`src/rtl/seg_scan_driver.sv`:
```
// N-digit multiplexed 7-segment driver: sequential double-dabble conversion,
// internal scan prescaler, leading-zero blanking, overflow dashes and whole-display blink.
module seg_scan_driver #(
    parameter int NUM_DIGITS  = 8,
    parameter int BIN_WIDTH   = 27,
    parameter int CLK_DIV     = 50000,
    parameter int BLINK_TICKS = 256
) (
    input  logic                  clk,
    input  logic                  rst_n,
    input  logic [BIN_WIDTH-1:0]  value,
    input  logic                  value_vld,
    input  logic                  lz_blank,
    input  logic                  blink,
    output logic                  busy,
    output logic                  ovf,
    output logic [NUM_DIGITS-1:0] seg_select,
    output logic [6:0]            seg_data
);

    localparam int BCD_W = 4 * NUM_DIGITS;
    localparam int PW    = $clog2(CLK_DIV);
    localparam int DW    = $clog2(NUM_DIGITS + 1);
    localparam int BKW   = $clog2(BLINK_TICKS + 1);
    localparam int CW    = $clog2(BIN_WIDTH + 1);

    function automatic logic [63:0] pow10(input int n);
        logic [63:0] p;
        p = 64'd1;
        for (int i = 0; i < n; i++) begin
            p = p * 64'd10;
        end
        return p;
    endfunction

    localparam logic [63:0] OVF_LIMIT = pow10(NUM_DIGITS);

    function automatic logic [6:0] seg_decode(input logic [3:0] nib);
        case (nib)
            4'd0:    seg_decode = 7'h3F;
            4'd1:    seg_decode = 7'h06;
            4'd2:    seg_decode = 7'h5B;
            4'd3:    seg_decode = 7'h4F;
            4'd4:    seg_decode = 7'h66;
            4'd5:    seg_decode = 7'h6D;
            4'd6:    seg_decode = 7'h7D;
            4'd7:    seg_decode = 7'h07;
            4'd8:    seg_decode = 7'h7F;
            4'd9:    seg_decode = 7'h6F;
            default: seg_decode = 7'h00;
        endcase
    endfunction

    function automatic logic [BCD_W-1:0] dabble_adjust(input logic [BCD_W-1:0] b);
        logic [BCD_W-1:0] r;
        r = b;
        for (int k = 0; k < NUM_DIGITS; k++) begin
            if (b[4*k +: 4] >= 4'd5) begin
                r[4*k +: 4] = b[4*k +: 4] + 4'd3;
            end else begin
                r[4*k +: 4] = b[4*k +: 4];
            end
        end
        return r;
    endfunction

    typedef enum logic [1:0] {
        S_IDLE   = 2'd0,
        S_CONV   = 2'd1,
        S_COMMIT = 2'd2
    } state_t;

    state_t                r_state;
    state_t                w_state_next;
    logic [BIN_WIDTH-1:0]  r_bin;
    logic [BCD_W-1:0]      r_bcd;
    logic [BCD_W-1:0]      w_adj;
    logic [CW-1:0]         r_cnt;
    logic                  r_ovf_next;
    logic                  r_pend_vld;
    logic [BIN_WIDTH-1:0]  r_pend_val;
    logic [BCD_W-1:0]      r_disp;
    logic                  r_ovf;
    logic                  r_busy;
    logic                  w_load;
    logic [BIN_WIDTH-1:0]  w_load_val;
    logic                  w_shift;
    logic                  w_commit;
    logic [PW-1:0]         r_presc;
    logic                  w_tick;
    logic [DW-1:0]         r_digit;
    logic [BKW-1:0]        r_blk_cnt;
    logic                  r_phase;
    logic [NUM_DIGITS-1:0] w_upper_zero;
    logic [3:0]            w_nibble;
    logic [NUM_DIGITS-1:0] w_sel_next;
    logic [6:0]            w_dat_next;
    logic [NUM_DIGITS-1:0] r_sel;
    logic [6:0]            r_dat;

    // Conversion FSM state register
    always_ff @(posedge clk or negedge rst_n) begin
        if (!rst_n) begin
            r_state <= S_IDLE;
        end else begin
            r_state <= w_state_next;
        end
    end

    // Conversion FSM next-state logic
    always_comb begin
        w_state_next = r_state;
        case (r_state)
            S_IDLE:   w_state_next = value_vld ? S_CONV : S_IDLE;
            S_CONV:   w_state_next = (r_cnt == CW'(BIN_WIDTH - 1)) ? S_COMMIT : S_CONV;
            S_COMMIT: w_state_next = (value_vld || r_pend_vld) ? S_CONV : S_IDLE;
            default:  w_state_next = S_IDLE;
        endcase
    end

    // Conversion FSM controls; a strobe during COMMIT overrides any held pending value
    always_comb begin
        w_load     = 1'b0;
        w_load_val = value;
        w_shift    = 1'b0;
        w_commit   = 1'b0;
        case (r_state)
            S_IDLE: w_load = value_vld;
            S_CONV: w_shift = 1'b1;
            S_COMMIT: begin
                w_commit   = 1'b1;
                w_load     = value_vld || r_pend_vld;
                w_load_val = value_vld ? value : r_pend_val;
            end
            default: w_load = 1'b0;
        endcase
    end

    assign w_adj = dabble_adjust(r_bcd);

    // Double-dabble datapath; bits shifted past the top BCD nibble are dropped
    always_ff @(posedge clk or negedge rst_n) begin
        if (!rst_n) begin
            r_bin      <= '0;
            r_bcd      <= '0;
            r_cnt      <= '0;
            r_ovf_next <= 1'b0;
        end else if (w_load) begin
            r_bin      <= w_load_val;
            r_bcd      <= '0;
            r_cnt      <= '0;
            r_ovf_next <= (64'(w_load_val) >= OVF_LIMIT);
        end else if (w_shift) begin
            r_bcd <= {w_adj[BCD_W-2:0], r_bin[BIN_WIDTH-1]};
            r_bin <= r_bin << 1;
            r_cnt <= r_cnt + CW'(1);
        end else begin
            r_bin <= r_bin;
        end
    end

    // Pending slot, last write wins
    always_ff @(posedge clk or negedge rst_n) begin
        if (!rst_n) begin
            r_pend_vld <= 1'b0;
            r_pend_val <= '0;
        end else if (w_commit) begin
            r_pend_vld <= 1'b0;
        end else if (value_vld && (r_state == S_CONV)) begin
            r_pend_vld <= 1'b1;
            r_pend_val <= value;
        end else begin
            r_pend_vld <= r_pend_vld;
        end
    end

    // Atomic display/overflow commit and busy flag
    always_ff @(posedge clk or negedge rst_n) begin
        if (!rst_n) begin
            r_disp <= '0;
            r_ovf  <= 1'b0;
            r_busy <= 1'b0;
        end else begin
            r_busy <= (w_state_next != S_IDLE);
            if (w_commit) begin
                r_disp <= r_bcd;
                r_ovf  <= r_ovf_next;
            end else begin
                r_disp <= r_disp;
            end
        end
    end

    assign w_tick = (r_presc == PW'(CLK_DIV - 1));

    // Scan prescaler, digit counter and blink phase
    always_ff @(posedge clk or negedge rst_n) begin
        if (!rst_n) begin
            r_presc   <= '0;
            r_digit   <= '0;
            r_blk_cnt <= '0;
            r_phase   <= 1'b0;
        end else if (w_tick) begin
            r_presc <= '0;
            r_digit <= (r_digit == DW'(NUM_DIGITS - 1)) ? DW'(0) : r_digit + DW'(1);
            if (r_blk_cnt == BKW'(BLINK_TICKS - 1)) begin
                r_blk_cnt <= '0;
                r_phase   <= ~r_phase;
            end else begin
                r_blk_cnt <= r_blk_cnt + BKW'(1);
            end
        end else begin
            r_presc <= r_presc + PW'(1);
        end
    end

    // Bit k set when digit k and every digit above it are zero
    always_comb begin
        logic v_acc;
        v_acc        = 1'b1;
        w_upper_zero = '0;
        for (int k = NUM_DIGITS - 1; k >= 0; k--) begin
            v_acc           = v_acc && (r_disp[4*k +: 4] == 4'd0);
            w_upper_zero[k] = v_acc;
        end
    end

    assign w_nibble = r_disp[4*r_digit +: 4];

    // Per-digit segment selection with blink > overflow > blanking > decode priority
    always_comb begin
        w_sel_next = '1;
        w_dat_next = 7'h00;
        if (blink && r_phase) begin
            w_sel_next = '1;
            w_dat_next = 7'h00;
        end else begin
            w_sel_next = ~(NUM_DIGITS'(1) << r_digit);
            if (r_ovf) begin
                w_dat_next = 7'h40;
            end else if (lz_blank && (r_digit != DW'(0)) && w_upper_zero[r_digit]) begin
                w_dat_next = 7'h00;
            end else begin
                w_dat_next = seg_decode(w_nibble);
            end
        end
    end

    // Select and segment pins load together on the scan tick
    always_ff @(posedge clk or negedge rst_n) begin
        if (!rst_n) begin
            r_sel <= '1;
            r_dat <= 7'h00;
        end else if (w_tick) begin
            r_sel <= w_sel_next;
            r_dat <= w_dat_next;
        end else begin
            r_sel <= r_sel;
        end
    end

    assign busy       = r_busy;
    assign ovf        = r_ovf;
    assign seg_select = r_sel;
    assign seg_data   = r_dat;

endmodule

```
`config.mk`:
```
export PLATFORM = sky130hd
export DESIGN_NAME = seg_scan_driver
export DESIGN_NICKNAME = d
export VERILOG_FILES = /design/src/rtl/seg_scan_driver.sv
export SDC_FILE = /design/constraint.sdc
export NUM_CORES = 1
export LEC_CHECK = 0
export BUFFER_PORTS_ARGS = -buffer_cell sky130_fd_sc_hd__buf_2
export CAP_MARGIN = 20
export CORE_MARGIN = 3
export CORE_UTILIZATION = 45
export CTS_CLUSTER_SIZE = 20
export DETAILED_ROUTE_END_ITERATION = 8
export GPL_TIMING_DRIVEN = 0
export PLACE_DENSITY = 0.68
export SLEW_MARGIN = 20
export SYNTH_ARGS = -nofsm -noshare
export SYNTH_HDL_FRONTEND = slang
export SYNTH_SLANG_ARGS = --single-unit
export TNS_END_PERCENT = 10
```
`constraint.sdc`:
```
create_clock -name clk -period 2.9 [get_ports clk]
set_input_delay 0 -clock clk [delete_from_list [all_inputs] [get_ports clk]]
set_output_delay 0 -clock clk [all_outputs]
set_load 0.005 [all_outputs]
```
==> metrics.txt, run 1 <==
Max Freq 0.412 GHz; worst vdd rail ir drop 0.497 mV; worst-skew pair later-pin latency 0.43 ns; Final #Nets 974; Yosys reg bits 174; adder-cell share of the synthesized area 4.46%; Sink Count 174; drt pass-1 iters 4; worst-margin pin slew 0.738 ns; Synth area leaders dfrtp_1 (48%), mux2_2 (6.1%), o21ai_0 (4.7%); Synth Net Count 878; post-DP HPWL 13,400 um; largest family of logic cells by synthesized area compound AO/OA/AOI/OAI gates; sequential share of power 43.8%; worst r2r src r_digit[0]; antenna violation net count after detailed routing 0; RSZ-0062 raised after global routing false; IO Port Bufs 48; Cell Area, Synth 8700 um2; # IOs 49; Initial Utilization 46.2%; Comb pwr share 28.5%; Synth Instances 815; design area 10,200 um2; critical setup path kind register to register; Area Growth Syn to Fin 16.9%; first-pass GRT wire length 32,000 um; H-tree depth 4; Synth Flop Type dfrtp_1; Num CTS Buffers 17; CTS tree done; total power draw 0.00813 W; fraction of layout cells with a size suffix above 1 17.6%; Core Area 18,800 um2; sw frac 35.4%; Post-synth ARST share 100%; leading cell type by number of instances after synthesis dfrtp_1; most common library cells after synthesis dfrtp_1 (166), o21ai_0 (82), nand2_1 (63); DIE AREA 21,000 um2; status finished clean; ant diodes 0; Net Switching 0.00287 W; drt drc 0; simple-gate area share of the yosys netlist 11.8%; drt total wl 18,900 um; final worst path period need 2.43 ns; Unique masters post-synth 65; non-filler instance count after layout 1,184; Via Count 6,480; CTS Buffer Depth 2; Worst Setup Start Kind register; Worst Setup SP r_digit[0]; HP Start value_vld; CTS Root Cell clkbuf_16; Critical Path End Type register; dpl cells 1,124; Tcrit/Tclk final 83.8%; worst hold path type input pin to register; number of warnings issued by yosys 0; Synth Area in XOR/XNOR 3.42%; Fill cells 1,659; row cnt 50; Max Cap Viol 0; Clock transition at path regs 0.07 ns; Setup-failing EPs final 0; PD cells 799 nW/um2; power share of the clock group 27.6%; Congestion Overflow GR 0; via/cell ratio 5.47; Pleak 4.35 nW; mux contribution to synthesized area 10.9%; clk_skew 0.0110 ns; die height 145 um; Area after DPL 9300 um2; CP required 3.20 ns; Critical Path AT 2.73 ns; fin. max-slew vios 0; die width 145 um; initial antenna violation count 0; Worst Path Max Fanout 10; Seq/Total Area, Yosys 50.2%; final hold violations 0; Hold WS 0.0434 ns; Wirelength per Cell 15.9 um; Int Power 0.00525 W; largest net degree at the start of global routing 94; Mean Syn Cell Area 10.7 um2; GP Congestion 0.850; vias in the first global route 6,373; EDFF count, synth 0; Synth Area in Compound Gates 15.6%; share of the synthesized area in the top cell type 47.8%; Slew headroom 50.8%; all-layer global routing usage 18.4%; Synth area leader dfrtp_1; Initial DRC Count 352
[metrics by stage]
step / setup slack (ns) / util [%] / setup TNS (ns)
floorplan: 0.864 / - / 0
global placement: -0.908 / 49.2 / -148.48
detailed placement: 0.455 / 49.4 / 0
CTS: 0.441 / 54.0 / 0
global route: 0.246 / 54.0 / 0
finish: 0.470 / 54.0 / 0
[sequential cells by signal, summed over array words and instances (netlist names)]
register    flops
busy            1
ovf             1
r_bcd          32
r_bin          27
r_blk_cnt       9
r_cnt           5
r_digit         4
r_disp         32
r_ovf_next      1
r_pend_val     27
r_pend_vld      1
r_phase         1
r_presc        16
r_state         2
seg_data        7
seg_select      8
[kinds of logic after synthesis]
family	after synthesis
AND/OR/NAND/NOR	204
AO/OA/AOI/OAI	209
buffers and inverters	77
flip-flops	174
multiplexers	86
XOR/XNOR	34
adder cells (fa/ha/maj)	31
[critical path, stage by stage, from the launching register on]
cell       delay (ns)
dfrtp_1          0.39
buf_2            0.25
clkbuf_1         0.37
inv_1            0.15
ha_1             0.28
a211oi_2         0.19
o2111ai_1        0.20
o2111ai_2        0.33
a22oi_1          0.14
[routing by layer]
layer	global-route usage, %	up-vias	wire length [um]
li1	-	3157	-
met1	24.9	3183	8850
met2	29.6	114	8930
met3	3.81	26	676
met4	6.56	0	430
met5	0	-	0
[power groups by stage]
stage	registers, W	logic, W	clock network (W)
after floorplan	0.00344	0.00178	0
after global placement	0.00358	0.00223	0
after global routing	0.00364	0.00267	0.00240
final	0.00356	0.00232	0.00224
after detailed placement	0.00359	0.00230	0
after CTS	0.00355	0.00234	0.00230
[layout make-up]
| cell class | count | area (um2) | area share [%] |
|---|---|---|---|
| timing repair buffer | 77 | 558 | 5.49 |
| clock inverter | 15 | 164 | 1.61 |
| tap | 260 | 325 | 3.20 |
| sequential | 174 | 4360 | 42.9 |
| clock buffer | 17 | 425 | 4.18 |
| inverter | 36 | 135 | 1.33 |
| buffer | 41 | 185 | 1.82 |
| multi-input combinational | 564 | 4010 | 39.4 |
[what timing repair did]
item / 4_1_cts / 5_1_grt
hold buffers: 28 / 0
setup buffers: 0 / 0
resized for setup: 0 / 0
endpoints found under the hold margin: 138 / 0
[layout by cell type (no fill, tap or decap), types with 8 or more instances in the layout]
cell type,synthesis,layout
nor2_1,43,43
mux2i_1,37,37
a31oi_1,10,10
nand2_1,63,63
a22oi_1,30,30
clkbuf_16,0,17
xor2_1,17,17
dfrtp_1,166,166
nor3_1,11,11
dlygate4sd3_1,0,28
o31ai_1,14,14
ha_1,31,31
clkbuf_1,23,23
xnor2_1,17,17
nand4_1,10,10
o21ai_0,82,82
mux2_2,47,47
dfstp_2,8,8
nand2b_1,11,11
nand3_1,27,27
buf_2,7,54
a32o_1,8,8
inv_1,35,35
a21oi_1,25,25
[worst paths after layout]
path,to,slack [ns],cells past startpoint
setup / recovery,seg_data[3],0.47,8
hold / removal,r_bin[26],0.04,4
hold reg to reg,r_phase,0.46,1
setup reg to reg,seg_data[3],0.47,8
min in group asynchronous,r_presc[15],0.16,2
max in group asynchronous,r_bcd[16],1.88,3
Power figures use the tool's default switching activity.
==> inputs of run 2 (changes only) <==
Settings changed: PLACE_DENSITY 0.68 to 0.7.
Clock period 2.9 ns to 2 ns, I/O delays scaled along.
==> metrics.txt, run 2 (synthesis gave the netlist of run 1 again) <==
RSZ-0062 raised after global routing true; status complete, but fails checks; drt drc 0 (unchanged); die height 145 um (unchanged); Max Freq 0.488 GHz (+18%); top flop regs r_bcd (32), r_disp (32); PD cells 1150 nW/um2 (+44%); Area Growth Syn to Fin 19.7%; GP Congestion 0.924 (+8.8%); slowest CP cell dfrtp_1; post-DP HPWL 13,200 um (-1.1%); IO Port Bufs 48 (unchanged); Initial DRC Count 384 (+9.1%); ant diodes 0 (unchanged); delay-heaviest family, CP compound AO/OA/AOI/OAI gates; final hold violations 0 (unchanged); Max Cap Viol 0 (unchanged); antenna violation net count after detailed routing 0 (unchanged); Congestion Overflow GR 0 (unchanged); worst-skew pair later-pin latency 0.43 ns (about the same); WP buf/inv 3 (unchanged); H-tree depth 4 (unchanged); Wirelength per Cell 16.2 um (+1.4%); # IOs 49 (unchanged); Final #Nets 986 (+1.2%); vias in the first global route 6,648 (+4.3%); CP max stage delay 0.38 ns (about the same); Setup TNS -0.105 ns (-0.105 ns); Worst Setup Start Kind register; Via Count 6,528 (+0.74%); CTS tree done; fraction of layout cells with a size suffix above 1 21.7% (+4.0 points); drt pass-1 iters 5 (+1); drt total wl 19,300 um (+2.4%); all-layer global routing usage 18.8% (+0.38 points); CP Cell Sequence buf_6 > clkbuf_8 > inv_1 > ha_2 > a211oi_2 > o2111ai_2 > o2111ai_2 > a22oi_1; Setup-failing EPs final 5 (+5); clk_skew 0.00976 ns (-0.00123 ns); DIE AREA 21,000 um2 (unchanged); CTS Root Cell clkbuf_16; violated checks setup timing; CP required 2.30 ns (-0.90 ns); fin. max-slew vios 0 (unchanged); worst hold path type input pin to register; Tcrit/Tclk final 103% (+19 points); Initial Utilization 46.2% (unchanged); first-pass GRT wire length 32,800 um (+2.5%); initial antenna violation count 0 (unchanged); Slew headroom 57.9% (+7.1 points); row cnt 50 (unchanged); fin util 55.3% (+1.3 points); worst vdd rail ir drop 0.763 mV (+54%); Core Area 18,800 um2 (unchanged); largest net degree at the start of global routing 91 (-3.2%); Pleak 4.44 nW (+2.2%); Num CTS Buffers 17 (unchanged); setup slack at placement -0.362 ns (-0.817 ns); Fill cells 1,586 (-4.4%); most common cell after layout, fill and taps aside dfrtp_1; via/cell ratio 5.46 (-0.27%); Worst Path Max Fanout 10 (unchanged); Sink Count 174 (unchanged); CP dominant cell by count o2111ai_2; final worst path period need 2.05 ns (-0.379 ns); Critical Path End Type register; Clock transition at path regs 0.08 ns (about the same); CTS Buffer Depth 2 (unchanged); critical setup path kind register to register; worst-margin pin slew 0.631 ns (-0.107 ns); die width 145 um (unchanged); most frequent cells in the layout dfrtp_1 (166), o21ai_0 (82), nand2_1 (60); Critical Path AT 2.35 ns (-0.38 ns); final worst slack -0.0511 ns (-0.521 ns)
run 2: timing repair:
action	4_1_cts	5_1_grt
gates resized for setup	26	16
hold buffers	28	0
pin swaps	12	3
buffers inserted	12	0
gates cloned	0	0
hold endpoints to repair	138	0
setup endpoints to repair	7	91
run 2: path summary, 6_finish.rpt:
path | from | endpoint | slack [ns] | cells after the start
min in group asynchronous | rst_n | r_presc[13] | 0.16 | 2
setup reg to reg | r_digit[0] | seg_data[3] | -0.05 | 8
hold / removal | value_vld | r_bin[26] | 0.05 | 4
hold reg to reg | r_phase | r_phase | 0.48 | 1
max in group asynchronous | rst_n | r_disp[30] | 0.96 | 3
setup / recovery | r_digit[0] | seg_data[3] | -0.05 | 8
run 2: area by class of cell:
| type | count | area, um2 | share of cell area [%] |
|---|---|---|---|
| Buffer | 41 | 220 | 2.12 |
| Clock buffer | 17 | 425 | 4.09 |
| Clock inverter | 15 | 196 | 1.89 |
| Inverter | 36 | 139 | 1.33 |
| Multi-Input combinational cell | 564 | 4090 | 39.3 |
| Sequential cell | 174 | 4360 | 41.9 |
| Tap cell | 260 | 325 | 3.12 |
| Timing Repair Buffer | 89 | 648 | 6.23 |
run 2: per-layer routing:
metal | routed length, um | up-vias | GRT usage [%]
li1 | - | 3179 | -
met1 | 8850 | 3179 | 23.9
met2 | 9370 | 136 | 31.7
met3 | 691 | 34 | 3.87
met4 | 429 | 0 | 7.08
met5 | 0 | - | 0
run 2: power by group:
part / switching, W / internal, W / total (W)
Clock: 0.00165 / 0.00171 / 0.00337
Sequential: 0.000760 / 0.00442 / 0.00518
Combinational: 0.00189 / 0.00157 / 0.00347
Total: 0.00431 / 0.00770 / 0.0120
run 2: through the flow:
stage	hold WS, ns	instances	power [W]	instance area [um2]
after floorplan	-0.296	815	0.00757	8700
after global placement	0.245	1123	0.00841	9260
after detailed placement	0.0459	1124	0.00856	9300
after CTS	0.0245	1196	0.0121	10400
after global routing	0.0794	1196	0.0129	10400
final	0.0542	1196	0.0120	10400
run 2: worst reg2reg max path, delay by kind of cell (launching register included):
kind,cells,cell delay (ns)
flops,1,0.38
compound gates,4,0.96
fa+ha+maj,1,0.21
buf+inv,3,0.37
==> inputs of run 3 (changes only) <==
Settings changed: CTS_BUF_LIST set to sky130_fd_sc_hd__clkbuf_4 sky130_fd_sc_hd__clkbuf_8.
==> metrics.txt, run 3 (synthesis gave the netlist of run 1 again) <==
most common cell after layout, fill and taps aside dfrtp_1; Wirelength per Cell 16.0 um (-1.0%); drt drc 0 (unchanged); Core Area 18,800 um2 (unchanged); register area 4360 um2 (unchanged); top flop regs r_bcd (32), r_disp (32); Setup TNS -0.0586 ns (+0.0463 ns); Final #Nets 985 (-0.10%); fraction of layout cells with a size suffix above 1 21.5% (-0.19 points); all-layer global routing usage 18.5% (-0.30 points); initial antenna violation count 0 (unchanged); Slew headroom 53.1% (-4.8 points); post-DP HPWL 13,200 um (unchanged); number of cells on the critical path 10 (+2); antenna violation net count after detailed routing 0 (unchanged); GP Congestion 0.924 (unchanged); CP required 2.37 ns (+0.07 ns); Area Growth Syn to Fin 17.7%; Net Switching 0.00420 W (-2.4%); Fill cells 1,601 (+0.95%); Congestion Overflow GR 0 (unchanged); largest net degree at the start of global routing 91 (unchanged); drt pass-1 iters 5 (unchanged); Int Power 0.00697 W (-9.6%); Worst Path Max Fanout 6 (-4); register-to-register setup slack -0.03 ns (+0.02 ns); Initial Utilization 46.2% (unchanged); clk_skew 0.0155 ns (+0.00569 ns); power share of the clock group 22.6% (-5.4 points); worst r2r path cells 10 (+2); vias in the first global route 6,591 (-0.86%); total power draw 0.0112 W (-7.0%); critical setup path kind register to register; slowest CP cell mux4_2; row cnt 50 (unchanged); H-tree depth 4 (unchanged); CTS tree done; Sink Count 174 (unchanged); Max Cap Viol 0 (unchanged); die height 145 um (unchanged); Worst Setup SP r_digit[0]; final hold violations 0 (unchanged); Num CTS Buffers 17 (unchanged); violated checks setup timing; worst vdd rail ir drop 0.510 mV (-33%); CTS Buffer Depth 2 (unchanged); worst-margin pin slew 0.703 ns (+0.0714 ns); worst hold path type input pin to async pin; fin. max-slew vios 0 (unchanged); via/cell ratio 5.44 (-0.30%); worst-skew pair later-pin latency 0.47 ns (+0.04 ns); fin util 54.3% (-0.94 points); status complete, but fails checks; CP Cell Sequence buf_6 > mux4_2 > nand2_2 > a21oi_4 > inv_2 > ha_4 > inv_2 > nor3_2 > o22ai_1 > o31ai_1; final worst path period need 2.03 ns (-0.0247 ns); CP max stage delay 0.51 ns (+0.13 ns); # IOs 49 (unchanged); most frequent cells in the layout dfrtp_1 (166), o21ai_0 (82), nand2_1 (60); CP endpoint seg_data[4]; IO Port Bufs 48 (unchanged); CP dominant cell by count inv_2; first-pass GRT wire length 32,300 um (-1.5%); ant diodes 0 (unchanged); PD cells 1090 nW/um2 (-5.4%); area taken by multi-input logic gates 4110 um2 (+0.37%); RSZ-0062 raised after global routing true; CTS Root Cell clkbuf_8; Pleak 4.35 nW (-2.1%); Setup-failing EPs final 4 (-1); Initial DRC Count 418 (+8.9%); Tcrit/Tclk final 101% (-1.2 points); final worst slack -0.0264 ns (+0.0247 ns); Via Count 6,503 (-0.38%); Comb pwr share 31.1% (+2.2 points); die width 145 um (unchanged); Worst Setup Start Kind register; delay-heaviest family, CP multiplexers; WP buf/inv 3 (unchanged); Critical Path End Type register; sw frac 37.6% (+1.8 points); drt total wl 19,100 um (-1.1%); Clock transition at path regs 0.11 ns (+0.03 ns); DIE AREA 21,000 um2 (unchanged); Critical Path AT 2.40 ns (+0.05 ns); worst r2r dst seg_data[4]; worst r2r src r_digit[0]; sequential share of power 46.2% (+3.1 points); Max Freq 0.493 GHz (+1.2%)
-- run 3: final cells by class --
type / instances / area share [%]
timing repair buffer: 88 / 6.32
sequential: 174 / 42.6
multi-input combinational: 564 / 40.1
clock buffer: 17 / 2.29
tap: 260 / 3.18
clock inverter: 15 / 1.92
inverter: 36 / 1.36
buffer: 41 / 2.15
-- run 3: per-stage QoR --
stage / instances / setup slack, ns / hold WS [ns] / cell area (um2)
final: 1195 / -0.0264 / 0.114 / 10200
after global routing: 1195 / -0.171 / 0.143 / 10200
after CTS: 1195 / -0.0151 / 0.111 / 10200
after detailed placement: 1124 / -0.362 / 0.0459 / 9300
after global placement: 1123 / -1.82 / 0.245 / 9260
after floorplan: 815 / 0.0107 / -0.296 / 8700
-- run 3: power by group through the flow --
stage          sequential (W)  clock (W)  combinational [W]
2_1_floorplan         0.00498          0            0.00259
4_1_cts               0.00514    0.00260            0.00348
3_3_place_gp          0.00518          0            0.00323
3_5_place_dp          0.00521          0            0.00334
5_1_grt               0.00530    0.00275            0.00398
6_report              0.00516    0.00253            0.00348
-- run 3: repair_timing --
action                                 in CTS  in global routing
hold buffers                               29                  0
setup buffers                              10                  0
endpoints found under the hold margin     140                  0
resized for setup                          24                 19
pin swaps                                  14                  6
setup endpoints to repair                   7                 91
-- run 3: worst min-delay path by stage --
stage | start | to | slack, ns | cells after the start
after floorplan | rst_n | busy | -0.30 | 0
after global placement | value[4] | r_pend_val[4] | 0.25 | 2
after detailed placement | rst_n | r_presc[13] | 0.05 | 1
after CTS | rst_n | r_presc[13] | 0.11 | 2
after global routing | rst_n | r_presc[13] | 0.14 | 2
final | rst_n | r_presc[13] | 0.11 | 2
-- run 3: per-layer routing --
layer / vias to the layer above / track usage (%) / wire [um]
met3: 27 / 3.72 / 666
met5: - / 0 / 0
met4: 0 / 6.51 / 377
met1: 3188 / 24.0 / 8820
li1: 3170 / - / -
met2: 118 / 31.0 / 9270
